--- src/rtl/rf_pkg.sv ---
// Shared sizing constants for the ALU register file and its forwarding muxes.
package rf_pkg;

  localparam int DATA_W = 8;
  localparam int NREG   = 4;
  localparam int AW     = $clog2(NREG);

  localparam logic [AW-1:0] R_ZERO = '0;

endpackage

--- src/rtl/rf_fwd_mux.sv ---
// Forwarding mux for one read port: resolves the freshest value of a register
// from the live write, the writeback stage, or the array.
module rf_fwd_mux
  import rf_pkg::*;
(
  input  logic [AW-1:0]     addr,
  input  logic              RegWrite,
  input  logic [AW-1:0]     WriteReg,
  input  logic [DATA_W-1:0] WriteData,
  input  logic              wb_valid,
  input  logic [AW-1:0]     wb_addr,
  input  logic [DATA_W-1:0] wb_data,
  input  logic [DATA_W-1:0] arr_data,
  output logic [DATA_W-1:0] fwd_data
);

  // Youngest source first: the live write beats the writeback stage,
  // which in turn beats the array.
  always_comb begin
    fwd_data = arr_data;
    if (addr == R_ZERO) begin
      fwd_data = '0;
    end else if (RegWrite && (WriteReg == addr)) begin
      fwd_data = WriteData;
    end else if (wb_valid && (wb_addr == addr)) begin
      fwd_data = wb_data;
    end
  end

endmodule

--- src/rtl/register_file.sv ---
// ALU register file: two registered read ports, a display port, and a write port
// that commits through a one-entry writeback stage with full forwarding.
module register_file
  import rf_pkg::*;
(
  input  logic              Clk,
  input  logic              Clear,
  input  logic              RegWrite,
  input  logic [AW-1:0]     WriteReg,
  input  logic [DATA_W-1:0] WriteData,
  input  logic [AW-1:0]     ReadReg1,
  input  logic [AW-1:0]     ReadReg2,
  output logic [DATA_W-1:0] ReadData1,
  output logic [DATA_W-1:0] ReadData2,
  input  logic [AW-1:0]     DispReg,
  output logic [DATA_W-1:0] DispData,
  output logic              WB_Pending
);

  logic [DATA_W-1:0] regs [NREG];

  logic              wb_valid;
  logic [AW-1:0]     wb_addr;
  logic [DATA_W-1:0] wb_data;

  logic              write_ok;
  logic [DATA_W-1:0] fwd1;
  logic [DATA_W-1:0] fwd2;

  // Writes aimed at the hardwired zero register never enter the pipeline.
  assign write_ok = RegWrite && (WriteReg != R_ZERO);

  always_ff @(posedge Clk or negedge Clear) begin
    if (!Clear) begin
      wb_valid <= 1'b0;
      wb_addr  <= '0;
      wb_data  <= '0;
    end else begin
      wb_valid <= write_ok;
      if (write_ok) begin
        wb_addr <= WriteReg;
        wb_data <= WriteData;
      end
    end
  end

  always_ff @(posedge Clk or negedge Clear) begin
    if (!Clear) begin
      for (int i = 0; i < NREG; i++) begin
        regs[i] <= '0;
      end
    end else if (wb_valid) begin
      regs[wb_addr] <= wb_data;
    end
  end

  rf_fwd_mux u_fwd1 (
    .addr      (ReadReg1),
    .RegWrite  (RegWrite),
    .WriteReg  (WriteReg),
    .WriteData (WriteData),
    .wb_valid  (wb_valid),
    .wb_addr   (wb_addr),
    .wb_data   (wb_data),
    .arr_data  (regs[ReadReg1]),
    .fwd_data  (fwd1)
  );

  rf_fwd_mux u_fwd2 (
    .addr      (ReadReg2),
    .RegWrite  (RegWrite),
    .WriteReg  (WriteReg),
    .WriteData (WriteData),
    .wb_valid  (wb_valid),
    .wb_addr   (wb_addr),
    .wb_data   (wb_data),
    .arr_data  (regs[ReadReg2]),
    .fwd_data  (fwd2)
  );

  rf_fwd_mux u_fwd_disp (
    .addr      (DispReg),
    .RegWrite  (RegWrite),
    .WriteReg  (WriteReg),
    .WriteData (WriteData),
    .wb_valid  (wb_valid),
    .wb_addr   (wb_addr),
    .wb_data   (wb_data),
    .arr_data  (regs[DispReg]),
    .fwd_data  (DispData)
  );

  always_ff @(posedge Clk or negedge Clear) begin
    if (!Clear) begin
      ReadData1 <= '0;
      ReadData2 <= '0;
    end else begin
      ReadData1 <= fwd1;
      ReadData2 <= fwd2;
    end
  end

  assign WB_Pending = wb_valid;

endmodule

--- config.mk ---
export PLATFORM = sky130hd
export DESIGN_NAME = register_file
export DESIGN_NICKNAME = d
export VERILOG_FILES = /design/src/rtl/rf_pkg.sv /design/src/rtl/rf_fwd_mux.sv /design/src/rtl/register_file.sv
export SDC_FILE = /design/constraint.sdc
export NUM_CORES = 1
export LEC_CHECK = 0
export CORE_UTILIZATION = 30
export CTS_CLUSTER_DIAMETER = 200
export DETAILED_ROUTE_END_ITERATION = 12
export DONT_BUFFER_PORTS = 1
export HOLD_SLACK_MARGIN = 0.15
export MAX_ROUTING_LAYER = met4
export PLACE_DENSITY_LB_ADDON = 0.2
export SYNTH_ARGS = -nofsm -noshare
export SYNTH_HDL_FRONTEND = slang
export SYNTH_SLANG_ARGS = --single-unit
--- constraint.sdc ---
create_clock -name Clk -period 1.55 [get_ports Clk]
set_input_delay 0.31 -clock Clk [delete_from_list [all_inputs] [get_ports Clk]]
set_output_delay 0.31 -clock Clk [all_outputs]
set_load 0.02 [all_outputs]
======== Word level (Yosys, flattened, before mapping) ========
Index checks and enable logic that the tools add are counted.
storage, ports and cells
  flip-flop bits (word level) ............. 59
  latch bits .............................. 0
  bits in writable memories ............... 0
  memory bits (read-only) ................. 0
  input bits .............................. 19
  output and inout port bits .............. 25
  word-level logic and storage cells ...... 57
  memories kept ........................... 0
operators by class
  $add $sub $neg .......................... 0
  multiply operators ...................... 0
  div/mod/pow operators ................... 0
  order comparisons ....................... 5
  equal/unequal tests ..................... 6
  shift-type cells ........................ 0
  muxes and demuxes ....................... 21
  bitwise operators ....................... 4
  reductions and logical operators ........ 12
operator list
  kind                  count
  $mux W8               16
  $bmux W8 S2           3
  $bwmux W32            1
  $demux W8 S2          1
  $eq A2 B2 Y1          6
  $ge A3 B3 Y1 const B  4
  $not A2 Y3            4
  $logic_and A1 B1 Y1   8
  $logic_not A2 Y1      3
  $lt A3 B1 Y1 const B  1
  $reduce_bool A2 Y1    1

======== Logic depth before layout (Yosys ltp) ========
Gate-level depths: netlist of the first run.
  depth after elaboration ................. 7
  depth in mapped cells ................... 5
  depth with buffers taken out ............ 3

======== By module ========
A second synthesis of the first run with hierarchy kept.
unflattened totals
  cells, all modules ...................... 271
  area total of the unflattened synthesis .. 3547.2 um^2
modules (own cells, without submodules)
  module         times used  cells each  area each (um^2)  seq. area each (um^2)
  register_file  1           139         2582.5            1476.4
  rf_fwd_mux     3           44          321.6             0.0

======== Worst setup path before layout of the first run ========
OpenSTA, ideal clock, no wires.
  kind .................................... flip-flop to output port
  from .................................... register wb_valid (netlist: WB_Pending)
  to ...................................... output DispData[4]
  arrival ................................. 1.715 ns
  data required time ...................... 1.240 ns
  path slack .............................. -0.475 ns
  cell stages (with the launch flop) ...... 5
  buffers on the path ..................... 2
  cell sequence ........................... dfrtp_1 -> buf_2 -> clkbuf_1 -> nand4_1 -> a311oi_1
on the way
  word-level cells in the longest chain between the ends .. 4
RTL lines
  item                    RTL line             source
  start, declared         register_file.sv:22  logic wb_valid;
  start signal, assigned  register_file.sv:39  wb_valid <= write_ok;
  $logic_and A1 B1 Y1     rf_fwd_mux.sv:25     end else if (wb_valid && (wb_addr == addr)) begin
  $mux W8                 rf_fwd_mux.sv:25
  $mux W8                 rf_fwd_mux.sv:23     end else if (RegWrite && (WriteReg == addr)) begin
  $mux W8                 rf_fwd_mux.sv:21     if (addr == R_ZERO) begin
  end, declared           register_file.sv:16  output logic [DATA_W-1:0] DispData,
No other way between the ends.

======== Worst setup path after layout of the first run ========
  from .................................... register wb_addr[0]
  to ...................................... output DispData[1]
on the way
  word-level cells in the longest chain between the ends .. 5
RTL lines
  item                    RTL line             source
  start, declared         register_file.sv:23  logic [AW-1:0] wb_addr;
  start signal, assigned  register_file.sv:41  wb_addr <= WriteReg;
  $eq A2 B2 Y1            rf_fwd_mux.sv:25
  $logic_and A1 B1 Y1     rf_fwd_mux.sv:25
  $mux W8                 rf_fwd_mux.sv:25
  $mux W8                 rf_fwd_mux.sv:23
  $mux W8                 rf_fwd_mux.sv:21
No other way between the ends.

==> qor.yml, run 1 <==
cts:
  clkTransAtPathRegs_ps: 60
  clockRootBuffer: "clkbuf_16"
  cts.sinks: 59
  clockBufferDepth: 2
  cts_made_buffers: 9
  tritoncts: "yes"
  cts_hold_buffers: 10
  clock_latency_ps: 350
  h-tree-depth: 3
sta:
  max_slew_margin: 0.440
  tns_ps: -8440
  worst_slew_pin_slew_ps: 837
  timing.final.ws_setup_ps: -516
  holdWs_ps: -343
  period_minus_slack_ps: 2070
  min_period_over_period: 1.33
  fmaxAchievable_mhz: 484
  hold_violations: 59
  clock_skew_ps: 7.97
  finalSetupViolCount: 53
  slew_viol_final: 0
  rsz0062_at_grt: "true"
power:
  clkPwrFrac: 0.278
  p_int_mw: 5.37
  ir_drop_v: 0.000578
  power_density_nw_per_um2: 1390
  p_leak_nw: 2.18
  combPwrFrac: 0.401
  seqPwrFrac: 0.321
  p_switching_mw: 2.66
  switching_share: 0.331
floorplanning:
  die-area_um2: 14100
  fp.dieH_um: 119
  placeableCoreArea_um2: 13300
  die_x_um: 119
  rows: 42
  io_pins: 44
  start_util: 0.308
route:
  avgViaCountPerCell: 5.83
  drt_pre_antenna_iters: 4
  route.detailed.drc: 0
  routed_wl_um: 13600
  vias: 3320
  drt_iter0_markers: 199
  wire_per_inst_um: 23.9
  antenna_left: 0
synth:
  synth_nets: 337
  avgSynthCellArea_um2: 12.9
  synth-edff-count: 0
  netlist_area_um2: 4100
  ys.flop_type: "dfrtp_1"
  synth_warnings: 0
  ys_types: 41
  synth_async_sr_flop_share: 1.00
  ys_ff_latch: 59
  netlist_instances: 318
  ys_seq_area_frac: 0.360
global_route:
  grt_pass1_wl_um: 21200
  grt_remaining_overflow: 0
  grt_start_max_net_pins: 60
  grt_use_total: 0.210
  antenna_found_initial: 0
  first_global_vias: 3456
layout:
  num_antenna_cells: 0
  drive_gt1_frac: 0.527
  fin_nets: 407
  final_area_um2: 5770
  synthToLayoutAreaGrowth_pct: 40.8
  finalNonFillerCells: 569
run_status:
  status: "finished with violations"
  violations: "hold timing, setup timing"
worst_setup_path:
  start_kind: "flip-flop"
  critical-path-max-stage-delay_ps: 470
  cp_max_fo: 4
  arrival_ps: 1760
  critical_path_required_ps: 1240
  crit_family: "flip-flops"
  path_class: "flip-flop to output pin"
  cp_slowest_cell: "dfrtp_2"
  end_kind: "output pin"
  crit_buf_inv: 2
  worstPathCellList: "xor2_4 > buf_12 > o31ai_2 > a311oi_4 > buf_6"
job:
  drv_cap: 0
place:
  post-place-cells: 532
  hpwl_um: 9480
  gp_congestion: 0.894
  place_area_um2: 4930
  port_buffers: 0
  pre_cts_ws_ps: -330
hold_path:
  hold_class: "input port to async pin"
[layout by cell type, fill, tap and decap left out, types with 4 or more instances in the layout]
master         synthesis  final
buf_4                  2     61
dfrtp_1               59     57
mux2_2                39     39
nand4_1               26     26
mux4_1                18     18
a31oi_1               16     16
o31ai_2                0     12
o31ai_4                0     12
buf_6                  9     11
dlygate4sd3_1          0     10
clkbuf_16              0      9
a21oi_1                8      8
nand2b_1               8      8
a211oi_1               8      8
a311oi_1              24      8
a311oi_2               0      8
a311oi_4               0      8
buf_12                 2      8
mux4_2                 6      6
xor2_4                 2      4
xnor2_1                6      4
xnor2_2                6      4
nand4bb_1              4      4
or4bb_1                4      4
xnor2_4                0      4
nand2_1                4      4
[layout make-up]
class | instances | area, µm²
clock inverters | 4 | 72.6
fillers | 1196 | 7520
inverters | 3 | 11.3
repair buffers | 90 | 842
clock buffers | 12 | 256
multi-input cells | 225 | 2890
well taps | 176 | 220
flip-flops and latches | 59 | 1480
[cells by family (layout without fill, tap and decap cells)]
| logic type | Yosys count | after routing | share of synthesized area |
|---|---|---|---|
| multiplexers | 64 | 64 | 0.258 |
| XOR/XNOR | 18 | 18 | 0.0641 |
| AND/OR/NAND/NOR | 61 | 61 | 0.107 |
| AO/OA/AOI/OAI | 82 | 82 | 0.146 |
| flip-flops | 59 | 59 | 0.360 |
| buffers and inverters | 34 | 109 | 0.0638 |
[cells in the mapped netlist, drive strengths merged (8+ instances only)]
master,count,area share
a211oi,8,0.015
a21oi,8,0.0098
a311oi,24,0.051
a31oi,16,0.024
buf,27,0.057
dfrtp,59,0.36
mux2,40,0.11
mux4,24,0.15
nand2b,8,0.012
nand4,26,0.040
o31ai,24,0.044
xnor2,12,0.037
[through the flow]
step                 util  power, mW
floorplan               -       4.36
global placement    0.371       5.20
detailed placement  0.371       5.27
CTS                 0.428       7.92
global route        0.434       8.34
finish              0.434       8.03
[registers in the layout, indices dropped and copies added, names as in the netlist]
name        count
regs           32
WB_Pending      1
wb_addr         2
ReadData2       8
ReadData1       8
wb_data         8
[layer usage]
| metal | GRT usage | part of all wire | up-vias |
|---|---|---|---|
| met1 | 0.263 | 0.44 | 1734 |
| met5 | - | 0 | - |
| met4 | 0.0791 | 0.023 | 0 |
| li1 | - | - | 1474 |
| met2 | 0.338 | 0.50 | 91 |
| met3 | 0.0369 | 0.039 | 21 |
[worst paths after layout]
path | start | end | slack, ps | cells after the start
hold / removal | Clear | ReadData2[3] | -340 | 0
max in group asynchronous | Clear | regs[2] | 1790 | 0
setup / recovery | wb_addr[0] | DispData[1] | -520 | 5
min in group Clk | ReadReg2[1] | ReadData2[3] | 180 | 2
hold reg to reg | regs[23] | regs[23] | 540 | 1
setup reg to reg | wb_addr[0] | ReadData2[7] | -250 | 8
[timing repair]
item	4_1_cts	5_1_grt
endpoints found under the hold margin	68	59
endpoints found under the setup margin	48	55
gates resized for setup	41	12
gates cloned	0	0
setup buffers	11	0
pin swaps	26	12
[power by group through the flow]
stage / Clock [mW] / Combinational (mW) / Sequential, mW
6_report: 2.23 / 3.22 / 2.58
5_1_grt: 2.32 / 3.38 / 2.64
4_1_cts: 2.26 / 3.10 / 2.57
3_5_place_dp: 0 / 2.68 / 2.59
3_3_place_gp: 0 / 2.64 / 2.56
2_1_floorplan: 0 / 1.84 / 2.52
Note: power is estimated with default switching activity, not from simulation.
==> inputs of run 2 (changes only) <==
- CTS_CLUSTER_DIAMETER: 200 -> 150
==> results of run 2 <==
Final layout, timing and power as in run 1 (identical DEF).
